--- src/rtl/arf_stack_sequencer.sv ---
// Command sequencer driving the PC/SP/AR address register file and memory strobes.
// Optional memory-access timeout is enabled with `define ARF_MEM_TIMEOUT_EN.
`timescale 1ns/1ps
module arf_stack_sequencer #(
  parameter logic [15:0] STACK_BASE   = 16'hFF00,
  parameter int unsigned DEPTH        = 64,
  parameter logic [15:0] RESET_VECTOR = 16'h0000,
  parameter int unsigned TIMEOUT      = 15
) (
  input  logic        clock,
  input  logic        reset,
  input  logic        cmd_valid,
  output logic        cmd_ready,
  input  logic [2:0]  cmd_op,
  input  logic [15:0] cmd_addr,
  input  logic [15:0] cmd_data,
  output logic        rsp_valid,
  output logic [15:0] rsp_data,
  output logic        rsp_err,
  output logic [2:0]  arf_regsel,
  output logic [1:0]  arf_funsel,
  output logic [1:0]  arf_outcsel,
  output logic [1:0]  arf_outdsel,
  output logic [31:0] arf_i,
  input  logic [15:0] arf_outc,
  output logic        mem_rd,
  output logic        mem_wr,
  output logic [15:0] mem_wdata,
  input  logic        mem_ready,
  input  logic [15:0] mem_rdata,
  output logic [6:0]  stack_depth,
  output logic [3:0]  dbg_state
);

  localparam logic [3:0] S_INIT_PC  = 4'd0;
  localparam logic [3:0] S_INIT_SP  = 4'd1;
  localparam logic [3:0] S_IDLE     = 4'd2;
  localparam logic [3:0] S_UPD_PRE  = 4'd3;
  localparam logic [3:0] S_SELD     = 4'd4;
  localparam logic [3:0] S_MEM      = 4'd5;
  localparam logic [3:0] S_LD       = 4'd6;
  localparam logic [3:0] S_UPD_POST = 4'd7;
  localparam logic [3:0] S_RSP      = 4'd8;
  localparam logic [3:0] S_UNDO     = 4'd9;

  localparam logic [2:0] OP_FETCH  = 3'b000;
  localparam logic [2:0] OP_PUSH   = 3'b001;
  localparam logic [2:0] OP_POP    = 3'b010;
  localparam logic [2:0] OP_CALL   = 3'b011;
  localparam logic [2:0] OP_RET    = 3'b100;
  localparam logic [2:0] OP_JUMP   = 3'b101;
  localparam logic [2:0] OP_SPINIT = 3'b110;

  localparam logic [1:0] F_DEC  = 2'b00;
  localparam logic [1:0] F_INC  = 2'b01;
  localparam logic [1:0] F_LOAD = 2'b10;

  localparam logic [6:0] DEPTH_MAX = 7'(DEPTH);

  logic [3:0]  state_q, state_d;
  logic [2:0]  op_q, op_d;
  logic [15:0] addr_q, addr_d;
  logic [15:0] data_q, data_d;
  logic [15:0] rdata_q, rdata_d;
  logic        err_q, err_d;
  logic [6:0]  depth_q, depth_d;
  logic        cmd_err;
  logic        wr_op;
  logic        mem_abort;
  logic [15:0] arf_lo;

  assign wr_op = (op_q == OP_PUSH) || (op_q == OP_CALL);

  assign cmd_err = (((cmd_op == OP_PUSH) || (cmd_op == OP_CALL)) && (depth_q == DEPTH_MAX)) ||
                   (((cmd_op == OP_POP)  || (cmd_op == OP_RET))  && (depth_q == 7'd0)) ||
                   (cmd_op == 3'b111);

`ifdef ARF_MEM_TIMEOUT_EN
  logic [7:0] tmo_q, tmo_d;

  assign tmo_d     = ((state_q == S_MEM) && !mem_ready) ? tmo_q + 8'd1 : 8'd0;
  assign mem_abort = (state_q == S_MEM) && !mem_ready && (tmo_q == 8'(TIMEOUT - 1));

  always_ff @(posedge clock or posedge reset) begin
    if (reset) tmo_q <= 8'd0;
    else       tmo_q <= tmo_d;
  end
`else
  logic unused_tmo;
  assign unused_tmo = ^TIMEOUT;
  assign mem_abort  = 1'b0;
`endif

  always_comb begin
    state_d = state_q;
    op_d    = op_q;
    addr_d  = addr_q;
    data_d  = data_q;
    rdata_d = rdata_q;
    err_d   = err_q;
    depth_d = depth_q;
    case (state_q)
      S_INIT_PC: state_d = S_INIT_SP;
      S_INIT_SP: state_d = S_IDLE;
      S_IDLE: begin
        if (cmd_valid) begin
          op_d    = cmd_op;
          addr_d  = cmd_addr;
          data_d  = cmd_data;
          rdata_d = 16'h0000;
          err_d   = cmd_err;
          if (cmd_err) state_d = S_RSP;
          else begin
            case (cmd_op)
              OP_FETCH, OP_POP, OP_RET: state_d = S_SELD;
              OP_PUSH, OP_CALL:         state_d = S_UPD_PRE;
              default:                  state_d = S_LD;
            endcase
          end
        end
      end
      S_UPD_PRE: state_d = S_SELD;
      S_SELD:    state_d = S_MEM;
      S_MEM: begin
        if (mem_ready) begin
          // CALL reports the PC it pushed, which is what OutC shows here.
          rdata_d = (op_q == OP_CALL) ? arf_outc : mem_rdata;
          case (op_q)
            OP_FETCH, OP_POP: state_d = S_UPD_POST;
            OP_PUSH:          state_d = S_RSP;
            default:          state_d = S_LD;
          endcase
        end else if (mem_abort) begin
          err_d   = 1'b1;
          state_d = wr_op ? S_UNDO : S_RSP;
        end
      end
      S_LD:       state_d = (op_q == OP_RET) ? S_UPD_POST : S_RSP;
      S_UPD_POST: state_d = S_RSP;
      S_UNDO:     state_d = S_RSP;
      S_RSP: begin
        state_d = S_IDLE;
        if (!err_q) begin
          case (op_q)
            OP_PUSH, OP_CALL: depth_d = depth_q + 7'd1;
            OP_POP, OP_RET:   depth_d = depth_q - 7'd1;
            OP_SPINIT:        depth_d = 7'd0;
            default:          depth_d = depth_q;
          endcase
        end
      end
      default: state_d = S_IDLE;
    endcase
  end

  always_ff @(posedge clock or posedge reset) begin
    if (reset) begin
      state_q <= S_INIT_PC;
      op_q    <= 3'd0;
      addr_q  <= 16'h0000;
      data_q  <= 16'h0000;
      rdata_q <= 16'h0000;
      err_q   <= 1'b0;
      depth_q <= 7'd0;
    end else begin
      state_q <= state_d;
      op_q    <= op_d;
      addr_q  <= addr_d;
      data_q  <= data_d;
      rdata_q <= rdata_d;
      err_q   <= err_d;
      depth_q <= depth_d;
    end
  end

  // Register-file drives are held off while reset is asserted so every output reads 0.
  always_comb begin
    arf_regsel = 3'b000;
    arf_funsel = 2'b00;
    arf_lo     = 16'h0000;
    if (!reset) begin
      case (state_q)
        S_INIT_PC: begin arf_regsel = 3'b100; arf_funsel = F_LOAD; arf_lo = RESET_VECTOR; end
        S_INIT_SP: begin arf_regsel = 3'b010; arf_funsel = F_LOAD; arf_lo = STACK_BASE;   end
        S_UPD_PRE: begin arf_regsel = 3'b010; arf_funsel = F_DEC; end
        S_UNDO:    begin arf_regsel = 3'b010; arf_funsel = F_INC; end
        S_UPD_POST: begin
          arf_regsel = (op_q == OP_FETCH) ? 3'b100 : 3'b010;
          arf_funsel = F_INC;
        end
        S_LD: begin
          arf_funsel = F_LOAD;
          if (op_q == OP_SPINIT) begin
            arf_regsel = 3'b010;
            arf_lo     = STACK_BASE;
          end else begin
            arf_regsel = 3'b100;
            arf_lo     = (op_q == OP_RET) ? rdata_q : addr_q;
          end
        end
        default: ;
      endcase
    end
  end

  assign arf_i = {16'h0000, arf_lo};

  // OutC only ever has to present the PC (for CALL), so it stays on PC.
  assign arf_outcsel = 2'b00;
  assign arf_outdsel = (((state_q == S_SELD) || (state_q == S_MEM)) && (op_q != OP_FETCH)) ? 2'b01 : 2'b00;

  assign mem_rd    = (state_q == S_MEM) && !wr_op;
  assign mem_wr    = (state_q == S_MEM) && wr_op;
  assign mem_wdata = mem_wr ? ((op_q == OP_CALL) ? arf_outc : data_q) : 16'h0000;

  assign cmd_ready   = (state_q == S_IDLE);
  assign rsp_valid   = (state_q == S_RSP);
  assign rsp_err     = (state_q == S_RSP) && err_q;
  assign rsp_data    = ((state_q == S_RSP) && !err_q &&
                        ((op_q == OP_FETCH) || (op_q == OP_POP) || (op_q == OP_CALL))) ? rdata_q : 16'h0000;
  assign stack_depth = depth_q;
  assign dbg_state   = state_q;

endmodule
--- config.mk ---
export PLATFORM = sky130hd
export DESIGN_NAME = arf_stack_sequencer
export DESIGN_NICKNAME = d
export VERILOG_FILES = /design/src/rtl/arf_stack_sequencer.sv
export SDC_FILE = /design/constraint.sdc
export NUM_CORES = 1
export LEC_CHECK = 0
export CAP_MARGIN = 15
export CORE_ASPECT_RATIO = 1.25
export CORE_MARGIN = 3
export CORE_UTILIZATION = 40
export DETAILED_ROUTE_END_ITERATION = 10
export GPL_TIMING_DRIVEN = 0
export HOLD_SLACK_MARGIN = 0.05
export PLACE_DENSITY = 0.77
export SLEW_MARGIN = 0
export SYNTH_ARGS = -nofsm -noshare
export SYNTH_HDL_FRONTEND = slang
export SYNTH_SLANG_ARGS = --single-unit
--- constraint.sdc ---
create_clock -name clock -period 2.2 [get_ports clock]
set_input_delay 0.33 -clock clock [delete_from_list [all_inputs] [get_ports clock]]
set_output_delay 0.33 -clock clock [all_outputs]
set_load 0.01 [all_outputs]
==> metrics.cfg <==
[outcome]
outcome = complete, but fails checks
violations = negative setup slack

[critical_path]
critPathLaunchType = flop
worstPathArrival_ps = 2050
reg2regPathDepth = 13
required_ps = 1870
cp_max_fo = 5
critPathKind = reg2out
endpoint_kind = output pin

[place]
io_buffer_count = 138
placed_cells = 749
postPlaceCellArea_um2 = 5710
place_hpwl_mm = 10.5
gp_congestion = 0.928

[detailed_routing]
dr.pass1.iters = 5
vias = 4568
first_iter_violations = 433
vias_per_cell = 5.57
drt_wl_total_mm = 16.0
drc = 0
wl_per_cell_um = 19.5
antenna_left = 0

[die]
rows = 40
die-area_um2 = 11400
die_w_um = 96.3
initial_core_util_pct = 41.7
io_pins = 160
core-area_um2 = 9760
die_h_um = 119

[power]
clockPowerShare_pct = 18.4
p_seq_share_pct = 23.3
worst_ir_drop_vdd_mv = 0.544
p_sw_share_pct = 41.2
comb_power_share_pct = 58.2
switchingPower_uw = 3580
p_int_uw = 5110
leakage_uw = 0.00321
p_per_area_nw_per_um2 = 1250

[clock_tree]
cts_hold_buf = 0
clock-sinks = 63
clk_pin_slew_worst_paths_ps = 60
cts_tree = built
cts_buffer_depth = 2
worst_skew_pair.late_latency_ps = 340
numCtsBuffers = 9
htreeDepth = 3
root_buffer = clkbuf_16

[yosys]
netlist_instances = 465
ys_seq_area_share_pct = 38.7
synth_largest_area_cell = dfrtp_1
synth_top_area_share_pct = 38.7
ys_async_sr_fraction_pct = 100
synth_edf_count = 0
netlist_top_cells_area = dfrtp_1 39%, nand2_1 8.9%, mux2_1 7.7%
ys_types = 54
ys_ff_latch = 63
yosys_warnings = 0
synth_top_flop_cell = dfrtp_1
post_synth.cell_area_avg_um2 = 8.76
syn-cell-area_um2 = 4070

[worst_hold_path]
hp-class = in2async

[timing]
layout_worst_path_cycle_share_pct = 108
slew_violations = 0
fin_ws_ps = -182
fin_skew_ps = 7.54
maxSlewHeadroom_pct = 54.3
finalHoldViolations = 0
rsz0062_at_grt = yes
finalSetupViolations = 23
period_minus_slack_ps = 2380
worst_pin_slew_ps = 682
fmax_mhz = 420

[layout]
final_nets = 766
fin_area_um2 = 6970
num_antenna_cells = 0
drive_gt1_share_pct = 38.2
finalNonFillerCells = 820
area_growth_pct = 71.1

[global_route]
grt_pass1_wl_mm = 22.9
grt_max_degree = 37
track_usage_pct = 26.5
grt_antenna_before_repair = 0
gr-total-overflow = 0
grt_pass1_vias = 4504

[flow_run]
cap_violations = 0

-- kinds of logic (layout without fill, tap and decap cells) --
| group | after synthesis | after routing | share of synthesized area, % |
|---|---|---|---|
| simple gates | 178 | 178 | 21.5 |
| compound gates | 121 | 121 | 19.1 |
| flops | 63 | 63 | 38.7 |
| buf+inv | 57 | 267 | 8.05 |
| mux | 35 | 35 | 9.68 |
| fa+ha+maj | 6 | 6 | 2.03 |
| xor+xnor | 4 | 4 | 0.860 |
| other cells | 1 | 20 | 0.0921 |
-- cell usage in the layout (no fill, tap or decap), drive strengths merged, types with 3 or more instances in the layout --
cell,netlist,routed
o21ai,16,16
mux2,35,35
conb,1,20
a21boi,17,17
nor2b,7,7
nand3,8,8
clkdlybuf4s50,0,81
inv,7,6
ha,5,5
o21a,3,3
o31ai,16,16
nor3,6,6
nor3b,3,3
dfrtp,63,63
nor2,18,18
a21o,6,6
xor2,3,3
clkbuf,14,27
nand2b,5,5
dlygate4sd2,0,4
and3,21,21
buf,36,140
a21oi,36,36
a211oi,5,5
nand2,98,98
a31oi,11,11
-- sequential cells by signal (all words and copies together), names as in the netlist --
| signal | cells |
|---|---|
| dbg_state | 4 |
| data_q | 16 |
| op_q | 3 |
| stack_depth | 7 |
| err_q | 1 |
| addr_q | 16 |
| rdata_q | 16 |
-- worst max-delay path, cell delays in order, from the launching register on --
cell,delay [ps]
dfrtp_2,440
buf_6,140
nor4bb_4,400
nand2_2,170
buf_4,190
buf_6,110
a21oi_2,110
buf_2,150
-- routing by layer --
metal  share of wire (%)  track usage [%]  wire length (um)
met1                  35             28.9              5520
met2                  50             45.1              8040
met3                  10             7.52              1630
met4                 4.8             14.1               773
met5                   0            0.490                 0
-- path summary, 6_finish.rpt --
kind,from,end,slack (ps)
hold / removal,reset,stack_depth[5],310
min in group clock,addr_q[7],addr_q[7],490
hold reg to reg,addr_q[7],addr_q[7],490
setup / recovery,dbg_state[3],arf_i[6],-180
setup reg to reg,op_q[1],stack_depth[6],-160
max in group asynchronous,reset,dbg_state[0],1410
-- timing repair --
action | 4_1_cts | 5_1_grt
setup buffers | 37 | 19
pin swaps | 19 | 19
setup endpoints to repair | 61 | 50
cloned | 2 | 2
gates resized for setup | 292 | 97
-- metrics by stage --
| stage | util [%] | TNS (ps) | power [uW] | hold slack (ps) | setup WS (ps) |
|---|---|---|---|---|---|
| floorplan | - | -142 | 4210 | 458 | -142 |
| global placement | 58.3 | -17940 | 5260 | 474 | -1460 |
| detailed placement | 58.5 | -18050 | 5390 | 482 | -680 |
| CTS | 68.4 | -947 | 7840 | 496 | -154 |
| global route | 71.4 | -3560 | 9130 | 351 | -251 |
| finish | 71.4 | -1770 | 8690 | 314 | -182 |
-- cells in the mapped netlist, drive strengths merged, types with 7 or more instances --
cell,n
a21boi,17
a21oi,36
a31oi,11
and3,21
buf,36
clkbuf,14
dfrtp,63
inv,7
mux2,35
nand2,98
nand3,8
nor2,18
nor2b,7
o21ai,16
o31ai,16
-- power groups by stage --
stage	logic (uW)	clock network, uW	registers (uW)
after detailed placement	3390	0	2010
after floorplan	2270	0	1940
after global placement	3270	0	1990
after CTS	4230	1610	2000
final	5060	1600	2030
after global routing	5400	1660	2070
-- area by class of cell --
| type | instances | area (um2) |
|---|---|---|
| Timing Repair inverter | 1 | 5.00 |
| Clock inverter | 4 | 77.6 |
| Timing Repair Buffer | 196 | 1750 |
| Clock buffer | 12 | 256 |
| Tap cell | 126 | 158 |
| Fill cell | 681 | 2790 |
| Multi-Input combinational cell | 364 | 2710 |
| Sequential cell | 63 | 1580 |
| Buffer | 47 | 397 |
| Inverter | 7 | 32.5 |
No activity file was read; power rests on OpenSTA's default activity.
